--- src/rtl/mult_rr_scheduler_if.sv ---
// Bundle of the request, multiplier and response signals of the shared-multiplier scheduler.
interface mult_rr_scheduler_if #(
    parameter int NREQ = 4,
    parameter int ID_W = 2
);
    logic [NREQ-1:0]   req_valid;
    logic [8*NREQ-1:0] req_a;
    logic [8*NREQ-1:0] req_b;
    logic [NREQ-1:0]   req_ready;
    logic [7:0]        mul_a;
    logic [7:0]        mul_b;
    logic [15:0]       mul_out;
    logic              rsp_valid;
    logic [ID_W-1:0]   rsp_id;
    logic [15:0]       rsp_data;
    logic              rsp_ready;

    // Environment side: requesters, the multiplier instance and the response consumer.
    modport master (
        output req_valid, req_a, req_b, mul_out, rsp_ready,
        input  req_ready, mul_a, mul_b, rsp_valid, rsp_id, rsp_data
    );

    // Scheduler side.
    modport slave (
        input  req_valid, req_a, req_b, mul_out, rsp_ready,
        output req_ready, mul_a, mul_b, rsp_valid, rsp_id, rsp_data
    );
endinterface

--- src/rtl/mult_rr_scheduler.sv ---
// Round-robin scheduler sharing one registered 8x8 multiplier among NREQ requesters.
// One operation in flight: IDLE (arbitrate/accept) -> ISSUE -> CAPT -> RESP -> IDLE.
module mult_rr_scheduler #(
    parameter int NREQ = 4,
    parameter int ID_W = 2
) (
    input  logic                 clk,
    input  logic                 rst,
    mult_rr_scheduler_if.slave   bus,
    output logic                 busy,
    output logic [15:0]          op_count
);

    typedef enum logic [1:0] {
        IDLE  = 2'd0,
        ISSUE = 2'd1,
        CAPT  = 2'd2,
        RESP  = 2'd3
    } state_t;

    state_t          state_q;
    logic [ID_W-1:0] ptr_q;
    logic [ID_W-1:0] id_q;
    logic [7:0]      op_a_q;
    logic [7:0]      op_b_q;
    logic            rsp_valid_q;
    logic [ID_W-1:0] rsp_id_q;
    logic [15:0]     rsp_data_q;
    logic [15:0]     op_count_q;

    logic            grant_vld;
    logic [ID_W-1:0] grant_id;
    logic [ID_W-1:0] search_idx;
    logic [7:0]      sel_a;
    logic [7:0]      sel_b;
    logic [ID_W-1:0] ptr_d;

    // Round-robin search: first valid request at or after ptr_q, wrapping modulo NREQ.
    always_comb begin
        grant_vld  = 1'b0;
        grant_id   = '0;
        search_idx = '0;
        for (int unsigned k = 0; k < NREQ; k++) begin
            search_idx = ID_W'((32'(ptr_q) + k) % NREQ);
            if (!grant_vld && bus.req_valid[search_idx]) begin
                grant_vld = 1'b1;
                grant_id  = search_idx;
            end
        end
    end

    // One-hot accept strobe, only while idle; held low during reset.
    always_comb begin
        bus.req_ready = '0;
        if (rst && state_q == IDLE && grant_vld) begin
            bus.req_ready[grant_id] = 1'b1;
        end
    end

    // Operand mux for the granted requester and pointer advance past the served ID.
    always_comb begin
        sel_a = bus.req_a[32'(grant_id)*8 +: 8];
        sel_b = bus.req_b[32'(grant_id)*8 +: 8];
        ptr_d = (32'(id_q) == NREQ - 1) ? '0 : id_q + 1'b1;
    end

    // Scheduler FSM with all datapath and response registers.
    always_ff @(posedge clk or negedge rst) begin
        if (!rst) begin
            state_q     <= IDLE;
            ptr_q       <= '0;
            id_q        <= '0;
            op_a_q      <= '0;
            op_b_q      <= '0;
            rsp_valid_q <= 1'b0;
            rsp_id_q    <= '0;
            rsp_data_q  <= '0;
            op_count_q  <= '0;
        end else begin
            case (state_q)
                IDLE: begin
                    if (grant_vld) begin
                        op_a_q  <= sel_a;
                        op_b_q  <= sel_b;
                        id_q    <= grant_id;
                        state_q <= ISSUE;
                    end
                end
                ISSUE: begin
                    state_q <= CAPT;
                end
                CAPT: begin
                    rsp_data_q  <= bus.mul_out;
                    rsp_id_q    <= id_q;
                    rsp_valid_q <= 1'b1;
                    state_q     <= RESP;
                end
                RESP: begin
                    if (bus.rsp_ready) begin
                        rsp_valid_q <= 1'b0;
                        op_count_q  <= op_count_q + 16'd1;
                        ptr_q       <= ptr_d;
                        state_q     <= IDLE;
                    end
                end
                default: begin
                    state_q <= IDLE;
                end
            endcase
        end
    end

    // Operand registers change only on accept, so they already hold during ISSUE.
    assign bus.mul_a     = op_a_q;
    assign bus.mul_b     = op_b_q;
    assign bus.rsp_valid = rsp_valid_q;
    assign bus.rsp_id    = rsp_id_q;
    assign bus.rsp_data  = rsp_data_q;
    assign busy          = (state_q != IDLE);
    assign op_count      = op_count_q;

endmodule
--- src/flat_wrapper.sv ---
// flat-port wrapper written by rule: the top's interface ports become plain ports
module mult_rr_scheduler_flat 
#(
    parameter int NREQ = 4,
    parameter int ID_W = 2
)
  (clk, rst, busy, op_count, bus_req_valid, bus_req_a, bus_req_b, bus_mul_out, bus_rsp_ready, bus_req_ready, bus_mul_a, bus_mul_b, bus_rsp_valid, bus_rsp_id, bus_rsp_data);
  mult_rr_scheduler_if #(.NREQ(NREQ), .ID_W(ID_W)) bus_i ();
  input  logic clk;
  input  logic rst;
  output logic busy;
  output logic [15:0] op_count;
  input wire logic [$bits(bus_i.req_valid)-1:0] bus_req_valid;
  input wire logic [$bits(bus_i.req_a)-1:0] bus_req_a;
  input wire logic [$bits(bus_i.req_b)-1:0] bus_req_b;
  input wire logic [$bits(bus_i.mul_out)-1:0] bus_mul_out;
  input wire logic [$bits(bus_i.rsp_ready)-1:0] bus_rsp_ready;
  output wire logic [$bits(bus_i.req_ready)-1:0] bus_req_ready;
  output wire logic [$bits(bus_i.mul_a)-1:0] bus_mul_a;
  output wire logic [$bits(bus_i.mul_b)-1:0] bus_mul_b;
  output wire logic [$bits(bus_i.rsp_valid)-1:0] bus_rsp_valid;
  output wire logic [$bits(bus_i.rsp_id)-1:0] bus_rsp_id;
  output wire logic [$bits(bus_i.rsp_data)-1:0] bus_rsp_data;
  assign bus_i.req_valid = bus_req_valid;
  assign bus_i.req_a = bus_req_a;
  assign bus_i.req_b = bus_req_b;
  assign bus_i.mul_out = bus_mul_out;
  assign bus_i.rsp_ready = bus_rsp_ready;
  assign bus_req_ready = bus_i.req_ready;
  assign bus_mul_a = bus_i.mul_a;
  assign bus_mul_b = bus_i.mul_b;
  assign bus_rsp_valid = bus_i.rsp_valid;
  assign bus_rsp_id = bus_i.rsp_id;
  assign bus_rsp_data = bus_i.rsp_data;
  mult_rr_scheduler #(.NREQ(NREQ), .ID_W(ID_W)) u_core (.clk(clk), .rst(rst), .bus(bus_i), .busy(busy), .op_count(op_count));
endmodule
--- config.mk ---
export PLATFORM = sky130hd
export DESIGN_NAME = mult_rr_scheduler_flat
export DESIGN_NICKNAME = d
export VERILOG_FILES = /design/src/rtl/mult_rr_scheduler_if.sv /design/src/rtl/mult_rr_scheduler.sv /design/src/flat_wrapper.sv
export SDC_FILE = /design/constraint.sdc
export NUM_CORES = 1
export LEC_CHECK = 0
export BUFFER_PORTS_ARGS = -buffer_cell sky130_fd_sc_hd__clkbuf_2
export CAP_MARGIN = 0
export CORE_AREA = 2 2 76 93
export CTS_BUF_LIST = sky130_fd_sc_hd__clkbuf_16
export DETAILED_ROUTE_END_ITERATION = 10
export DIE_AREA = 0 0 78 95
export PLACE_DENSITY_LB_ADDON = 0.08
export SYNTH_ARGS = -nofsm -noshare
export SYNTH_HDL_FRONTEND = slang
export SYNTH_SLANG_ARGS = --single-unit
--- constraint.sdc ---
create_clock -name clk -period 2.21 [get_ports clk]
set_input_delay 0.1105 -clock clk [delete_from_list [all_inputs] [get_ports clk]]
set_output_delay 0.1105 -clock clk [all_outputs]
set_load 0.01 [all_outputs]
# Word-level counts from Yosys, hierarchy flattened
# Cells that the tools add are included.
# word_totals
regBits,57
latch_bits,0
mem_bits_rw,0
rom_bits,0
out_inout_bits,56
memories,0
# classes
n_addsub,5
mul,0
n_div,0
order_cmp,6
eq_ne,6
shifts,2
mux,25
n_bitwise,0
reduce_logical,16
# ops
op,count
32-bit by 6-bit variable part select with 8-bit output,2
"16-bit by 1-bit adder with 16-bit output, second input constant",1
"2-bit by 3-bit less-than comparator with 1-bit output, second input constant",5
2-bit 2-to-1 mux,7
1-bit 2-to-1 mux,10
1-bit binary-select mux with 2-bit select,4
2-bit case mux with 4 select lines,1
2-bit AND reduction,4
"2-bit == test, second input constant",3
1-bit logical AND,6
"2-bit by 1-bit adder with 2-bit output, second input constant",2
"2-bit adder, second input constant",2
4-bit 2-to-1 mux,1
2-bit nonzero test,2
1-bit zero test,3
1-bit demux with 2-bit select,1
"2-bit by 1-bit == test with 1-bit output, second input constant",1
"2-bit by 1-bit >= comparator with 1-bit output, second input constant",1
2-bit zero test,1
"2-bit by 1-bit inequality test with 1-bit output, second input constant",1
"2-bit inequality test, second input constant",1
1-bit case mux with 2 select lines,1

# Logic depth before layout (Yosys ltp)
# Gate-level depths: netlist of the first run.
# logic_depth
word_depth,17
ltp_mapped,8
depth_no_buf,6

# Worst setup path before layout of the first run
# Ideal clock, no wire load.
# synth_path
kind,register to register
startpoint,register u_core.ptr_q[1]
endpoint,register u_core.op_a_q[1] (netlist: u_core.bus.mul_a[1])
setup_ns,0.131
arrival_ns,1.662
setup_slack_ns,0.417
stages_incl_launch_ff,8
synth_period_minus_slack_ns,1.793
cell_sequence,dfrtp_1 -> buf_6 -> mux2_4 -> o221ai_4 -> buf_8 -> mux2_1 -> nand2_1 -> a21oi_2
# synth_via
elab_chain_cells,13
word_cells_on_any_way,27
# synth_rtl
item,line,source
"start, declared",mult_rr_scheduler.sv:22,logic [ID_W-1:0] ptr_q;
"start signal, assigned",mult_rr_scheduler.sv:102,ptr_q <= ptr_d;
"parallel branches: the longest is 13 deep, another holds 2-bit by 1-bit adder with 2-bit output",-,
"end signal, assigned",mult_rr_scheduler.sv:83,op_a_q <= sel_a;
"end, declared",mult_rr_scheduler.sv:24,logic [7:0] op_a_q;
# Parallel ways; which one is timed is not known. The select of a mux whose other input is x is not followed.
# A chain may end at the register's enable or synchronous reset.

# Final worst setup path of the first run
# layout_path
startpoint,register u_core.ptr_q[1]
endpoint,output port bus_req_ready[1]
# layout_via
elab_chain_cells,17
word_cells_on_any_way,32
# layout_rtl
item,line,source
"parallel branches: the longest is 16 deep, another holds 2-bit by 3-bit less-than comparator with 1-bit output",-,
4-bit 2-to-1 mux (*),mult_rr_scheduler.sv:55,if (rst && state_q == IDLE && grant_vld) begin
"end, declared",flat_wrapper.sv:18,output wire logic [$bits(bus_i.req_ready)-1:0] bus_req_ready;
# Every way passes the cells marked *. The select of a mux whose other input is x is not followed.

==> results of run 1 <==
## flip-flops by register name, summed over array words and instances, names as in the netlist
| register | count |
|---|---|
| u_core.bus.rsp_data | 16 |
| u_core.op_count | 16 |
| u_core.bus.mul_a | 8 |
| u_core.bus.mul_b | 8 |
| u_core.bus.rsp_id | 2 |
| u_core.id_q | 2 |
| u_core.ptr_q | 2 |
| u_core.state_q | 2 |
| u_core.bus.rsp_valid | 1 |
## cell families after synthesis
| logic type | after synthesis |
|---|---|
| compound gates | 50 |
| flops | 57 |
| xor+xnor | 15 |
| simple gates | 83 |
| buf+inv | 22 |
| fa+ha+maj | 6 |
| mux | 37 |
## through the flow
stage                     total power, mW  hold slack (ns)  instance area (sq um)  worst slack (ns)
after floorplan                     3.233          -0.1851                   2938            0.4166
after global placement              3.967        -0.006958                   3739            0.1281
after detailed placement            4.022        -0.007283                   3739           0.02821
after CTS                           5.524         0.008820                   4079           0.03727
after global routing                5.866          0.01215                   4101         0.0008116
final                               5.482          0.01647                   4101           0.07645
## routing by layer
metal | up-vias | track usage, % | wire (microns)
li1 | 1265 | - | -
met1 | 1213 | 22.86 | 2923
met2 | 112 | 31.39 | 3514
met3 | 16 | 5.258 | 614
met4 | 0 | 11.40 | 195
met5 | - | 0 | 0
## layout make-up
type	count	area, sq um
flip-flops and latches	57	1426
well taps	87	108.9
multi-input cells	191	1405
clock buffers	9	225.2
clock inverters	7	95.09
repair buffers	156	818.3
fillers	596	2505
inverters	6	22.52
## Yosys cell counts (all sizes together), types with 5 or more instances
cell and number:
xor2 6, nand3 6, o21ai 5, inv 6, nand2 31, buf 12
and3 6, a21oi 18, a221oi 16, xnor2 9, nor2 26, dfrtp 57
mux2 35, ha 6
## how the worst max path moves through the flow
stage	depth (start not counted)	from	end	slack (ns)
2_1_floorplan	7	u_core.ptr_q[1]	u_core.bus.mul_a[1]	0.42
3_3_place_gp	5	u_core.ptr_q[0]	bus_req_ready[0]	0.13
3_5_place_dp	5	u_core.ptr_q[0]	bus_req_ready[0]	0.03
4_1_cts	5	u_core.ptr_q[0]	bus_req_ready[0]	0.04
5_1_grt	4	u_core.ptr_q[1]	bus_req_ready[1]	0.0008
6_report	4	u_core.ptr_q[1]	bus_req_ready[1]	0.08
## worst register-to-register path, cell delays in order, from the launching register on
cell and delay (ns):
dfrtp_1 0.48, or3b_4 0.48, o221ai_4 0.07, buf_4 0.29, mux2_1 0.36, nand2_1 0.09
a21oi_2 0.05
## repair_timing
action                                 in CTS  in global routing
resized for setup                           1                  0
setup buffers                               0                  3
setup endpoints to repair                   1                  1
pin swaps                                   0                  1
endpoints found under the hold margin       5                  0
hold buffers                                1                  0
## where the power goes
group	leakage [nW]	internal [mW]	switching, mW
logic	1.23	1.07	1.17
registers	0.693	1.47	0.293
clock network	0.155	0.984	0.483
==> metrics.txt, run 1 <==
status finished, final reports clean; Critical R2R Launch u_core.ptr_q[0]; DR DRC count 0; synth unique cells 40; largest family of logic cells by synthesized area multiplexers; cell total after placement 493; data required time of the worst path 2.10 ns; fin cells 513; vias in the first global route 2,410; Critical Path AT 2.02 ns; # clock sinks 57; final hold viol count 0; worst reg2reg path endpoint u_core.bus.mul_a[1]; min-delay src bus_mul_out[8]; gr usage total 19.27%; Ant. Diodes 0; number of synthesized flops with an enable pin 0; flops & latches, synth 57; power density cells 1337 mW/mm^2; CP Cell Sequence a21oi_1 > o221a_1 > and3_1 > clkbuf_2; number of I/O port buffers 142; worst-skew pair later-pin latency 0.32 ns; Worst Max-Slew Pin Slew 0.6832 ns; Setup-failing EPs final 0; Synth area leader dfrtp_1; detailed placement HPWL 5366 microns; final critical-path share of the clock period 96.54%; XOR/XNOR share of the synthesized area 4.472%; row count 33; R2R cell count 6; routed vias/inst 5.080; critical path's slowest cell o221a_1; minimum clock period 2.134 ns; most common cell after layout, fill and taps aside clkbuf_2; cell family with the largest share of critical-path delay compound AO/OA/AOI/OAI gates; Die X-Extent 78 microns; Post-DRT Antenna Nets 0; Leakage 2.075 nW; Crit Path Class reg2out; share of the synthesized area in the top cell type 48.55%; cts bufs inserted 9; Max Transition Viols Final 0; Syn Area/Cell 10.88 sq um; mux contribution to synthesized area 14.22%; Fmax 468.7 MHz; Synth Net Count 363; setup_tns 0 ns; Post-Synth Simple-Gate Area 12.82%; Post-synth ARST share 100.0%; drt first pass iters 4; H-tree depth 3; mapped cell area 0.002938 sq mm; WP buf/inv 1; nets@finish 514; yosys warns 0; Setup Skew 0.007717 ns; die area 0.007410 sq mm; sequential area share after synthesis 48.55%; first-pass GRT wire length 11,120 microns; clock-pin transition on the worst setup and hold timing paths 0.05 ns; Mapped Cells 270; most frequent cells in the layout 142 x clkbuf_2, 57 x dfrtp_1, 31 x nand2_1; Area contributors post-synth dfrtp_1 49%, mux2_2 7.7%, mux2_1 5.4%, a221oi_1 4.8%, nand2_1 4.0%; Rel. slew slack 54.46%; Hold Path End u_core.bus.rsp_data[8]; Util after Layout 62.08%; area grow syn2layout 39.61%; CTS tree done; clk root buf clkbuf_16; Routed WL per cell 14.13 microns; crit end category primary output; reg-to-reg slack, setup 0.26 ns; Largest stage delay, worst path 0.64 ns; Vias 2,606; initial antenna violation count 0; Die Span Y 95 microns; total grt overflow 0; Starting DRT DRC Count 132; IO Count 143; Clock Tree Buf Depth 2; Starting Density 44.47%; Hold Crit Class in2reg; largest net degree at the start of global routing 33; startpoint types flip-flop; Compound-Gate Fraction of Synth Area 13.42%; routed wire length 7247 microns; layout cells sized above 1 47.65%; CP max FO 17; RSZ-0062 raised after global routing false; Hold Crit Depth 2; max-cap violations 0; core area 0.006606 sq mm; VDD IR max 0.8044 mV; area share of fa/ha/maj cells after synthesis 2.555%; most common flop cell mapped by yosys dfrtp_1; Placer Congestion 0.8090
(Power assumes the default switching activity.)
==> run 2, diff against run 1 <==
--- a/config.mk
+++ b/config.mk
@@ -5,12 +5,13 @@
 export SDC_FILE = /design/constraint.sdc
 export NUM_CORES = 1
 export LEC_CHECK = 0
+export ABC_AREA = 1
 export BUFFER_PORTS_ARGS = -buffer_cell sky130_fd_sc_hd__clkbuf_2
 export CAP_MARGIN = 0
-export CORE_AREA = 2 2 76 93
+export CORE_AREA = 2 2 79 96
 export CTS_BUF_LIST = sky130_fd_sc_hd__clkbuf_16
 export DETAILED_ROUTE_END_ITERATION = 10
-export DIE_AREA = 0 0 78 95
+export DIE_AREA = 0 0 81 98
 export PLACE_DENSITY_LB_ADDON = 0.08
 export SYNTH_ARGS = -nofsm -noshare
 export SYNTH_HDL_FRONTEND = slang
==> metrics.txt, run 2 <==
total grt overflow 0 (unchanged); Largest stage delay, worst path 0.44 ns (was 0.64 ns); minimum clock period 2.134 ns (about the same); final critical-path share of the clock period 96.55% (was 96.54%); most common cell in the netlist nand2_1 (was dfrtp_1); power density cells 1744 mW/mm^2 (was 1337 mW/mm^2); Worst Max-Slew Pin Slew 0.7126 ns (was 0.6832 ns); Post-synth ARST share 100.0% (unchanged); max-cap violations 0 (unchanged); CTS tree done (unchanged); fin cells 671 (was 513); routed vias/inst 4.821 (was 5.080); vias in the first global route 2,972 (was 2,410); DR DRC count 0 (unchanged); number of I/O port buffers 142 (unchanged); Synth Net Count 516 (was 363); most common cell after layout, fill and taps aside nand2_1 (was clkbuf_2); Fmax 468.6 MHz (was 468.7 MHz); Rel. slew slack 52.49% (was 54.46%); top cells by count, synth 200 x nand2_1, 57 x dfrtp_1, 40 x nand3_1 (was 57 x dfrtp_1, 31 x nand2_1, 26 x nor2_1); CP Cell Sequence buf_12 > nand2_2 > nand3_1 > nand2_2 > inv_2 > nand3b_1 > nand2_2 > inv_2 > nand2_4 > nor3_1 > buf_2 (was a21oi_1 > o221a_1 > and3_1 > clkbuf_2); gr usage total 21.99% (was 19.27%); most common flop cell mapped by yosys dfrtp_1 (unchanged); status finished, final reports clean (unchanged); Vias 3,235 (was 2,606); Syn Area/Cell 7.830 sq um (was 10.88 sq um); data required time of the worst path 2.10 ns (about the same); core area 0.007062 sq mm (was 0.006606 sq mm); sequential area share after synthesis 43.07% (was 48.55%); H-tree depth 3 (unchanged); Crit Path Class reg2out (unchanged); nets@finish 670 (was 514); Place WS 0.07213 ns (was 0.02821 ns); area grow syn2layout 39.40% (was 39.61%); Mapped Cells 423 (was 270); Ant. Diodes 0 (unchanged); VDD IR max 0.7820 mV (was 0.8044 mV); largest net degree at the start of global routing 58 (was 33); Area contributors post-synth dfrtp_1 43%, nand2_1 23%, mux2_2 6.1%, nand3_1 6.0%, xnor2_1 2.9% (was dfrtp_1 49%, mux2_2 7.7%, mux2_1 5.4%, a221oi_1 4.8%, nand2_1 4.0%); die area 0.007938 sq mm (was 0.007410 sq mm); Leakage 2.640 nW (was 2.075 nW); final hold viol count 0 (unchanged); setup_tns 0 ns (unchanged); Hold Crit Class in2async (was in2reg); reg-to-reg slack, setup 0.20 ns (was 0.26 ns); Starting Density 46.90% (was 44.47%); Placer Congestion 0.9037 (was 0.8090); Register Area 0.001429 sq mm (was 0.001426 sq mm); Setup-failing EPs final 0 (unchanged); Clock Tree Buf Depth 2 (unchanged); Multi-input gate area 0.001784 sq mm (was 0.001405 sq mm); number of synthesized flops with an enable pin 0 (unchanged); layout cells sized above 1 40.96% (was 47.65%); IO Count 143 (unchanged); crit end category primary output (unchanged); share of the synthesized area in the top cell type 43.07% (was 48.55%); flops & latches, synth 57 (unchanged); synth unique cells 32 (was 40); detailed placement HPWL 6314 microns (was 5366 microns); yosys warns 0 (unchanged); cell mode on critical path nand2_2; clock-pin transition on the worst setup and hold timing paths 0.05 ns (about the same); clk root buf clkbuf_16 (unchanged); routed wire length 8607 microns (was 7247 microns); mapped cell area 0.003312 sq mm (was 0.002938 sq mm); number of fill cells 612 (was 596); Routed WL per cell 12.83 microns (was 14.13 microns); critical path's slowest cell dfrtp_2 (was o221a_1); CP max FO 9 (was 17); cell total after placement 648 (was 493); startpoint types flip-flop (unchanged); row count 34 (was 33); initial antenna violation count 0 (unchanged); Util after Layout 65.38% (was 62.08%); Die Span Y 98 microns (was 95 microns); Setup Skew 0.005072 ns (was 0.007717 ns); most frequent cells in the layout 195 x nand2_1, 138 x clkbuf_2, 55 x dfrtp_1 (was 142 x clkbuf_2, 57 x dfrtp_1, 31 x nand2_1); Die X-Extent 81 microns (was 78 microns); Starting DRT DRC Count 109 (was 132); cts bufs inserted 9 (unchanged); final worst slack 0.07618 ns (was 0.07645 ns); Max Transition Viols Final 0 (unchanged); first-pass GRT wire length 13,670 microns (was 11,120 microns); # clock sinks 57 (unchanged); total power 8.054 mW (was 5.482 mW); Post-DRT Antenna Nets 0 (unchanged); worst-skew pair later-pin latency 0.32 ns (about the same); drt first pass iters 4 (unchanged); Critical Path AT 2.02 ns (about the same); cts hold-fix bufs 0 (was 1); Synth area leader dfrtp_1 (unchanged)
==> run 2: cell types whose count changed after synthesis, moves of 6 or more <==
cell	previous run	this run
buf_2	9	1
a21oi_1	10	2
and3_1	6	0
mux2_1	14	0
nand3_1	6	40
nor2_1	26	7
inv_1	6	17
nand2_1	31	200
a221oi_1	16	0
a21oi_2	8	0
nand2_2	0	12
==> run 2: kinds of logic (layout without fill, tap and decap cells) <==
group                    Yosys count  after routing  synth area share (%)
flip-flops                        57             57                 43.07
XOR/XNOR                          15             15                 3.967
adder cells (fa/ha/maj)            6              6                 2.267
AO/OA/AOI/OAI                     12             12                 2.267
buffers and inverters             38            196                 5.931
multiplexers                      18             18                 6.120
AND/OR/NAND/NOR                  277            277                 36.38
==> run 2: worst max-delay path: cells and delay by family (launching register included) <==
family                 cells  cell delay (ns)
buffers and inverters      4             0.45
DFF                        1             0.44
and+or+nand+nor            7             0.81
==> run 2: metal layers <==
layer	global-route usage, %	share of wire [%]	vias up	wire length [microns]
met1	27.80	43	1469	3673
met5	0	0	-	0
met4	8.996	1.5	0	132
met3	4.067	6.8	10	583
li1	-	-	1641	-
met2	36.62	49	115	4218
==> run 2: repair_timing <==
item,4_1_cts,5_1_grt
setup endpoints to repair,4,24
setup buffers,6,2
resized for setup,8,26
pin swaps,4,7
hold endpoints to repair,0,0
==> run 2: layout make-up <==
cell class                      count  share of cell area, %
Multi-Input combinational cell    328                  38.64
Sequential cell                    57                  30.95
Timing Repair Buffer              160                  18.94
Clock buffer                        9                  4.878
Tap cell                           90                  2.439
Clock inverter                      6                  2.331
Inverter                           21                  1.816
==> run 2: report_power, final <==
group / internal [mW] / switching, mW
logic: 1.89 / 2.85
registers: 1.48 / 0.289
clock network: 1.09 / 0.456
==> run 2: stage by stage <==
stage / cell area [sq um] / hold slack [ns]
3_5_place_dp: 4118 / 0.3387
5_1_grt: 4617 / 0.01855
4_1_cts: 4527 / 0.006707
3_3_place_gp: 4118 / 0.3312
2_1_floorplan: 3312 / -0.1851
6_report: 4617 / 0.01351
==> run 2: worst paths after layout <==
kind | start | to | depth (start not counted)
max | u_core.ptr_q[0] | bus_req_ready[2] | 11
min | rst | u_core.bus.mul_a[3] | 2
max reg2reg | u_core.ptr_q[0] | u_core.bus.mul_a[5] | 14
min reg2reg | u_core.op_count[15] | u_core.op_count[15] | 1
max in group asynchronous | rst | u_core.ptr_q[1] | 2
min in group clk | bus_mul_out[6] | u_core.bus.rsp_data[6] | 2
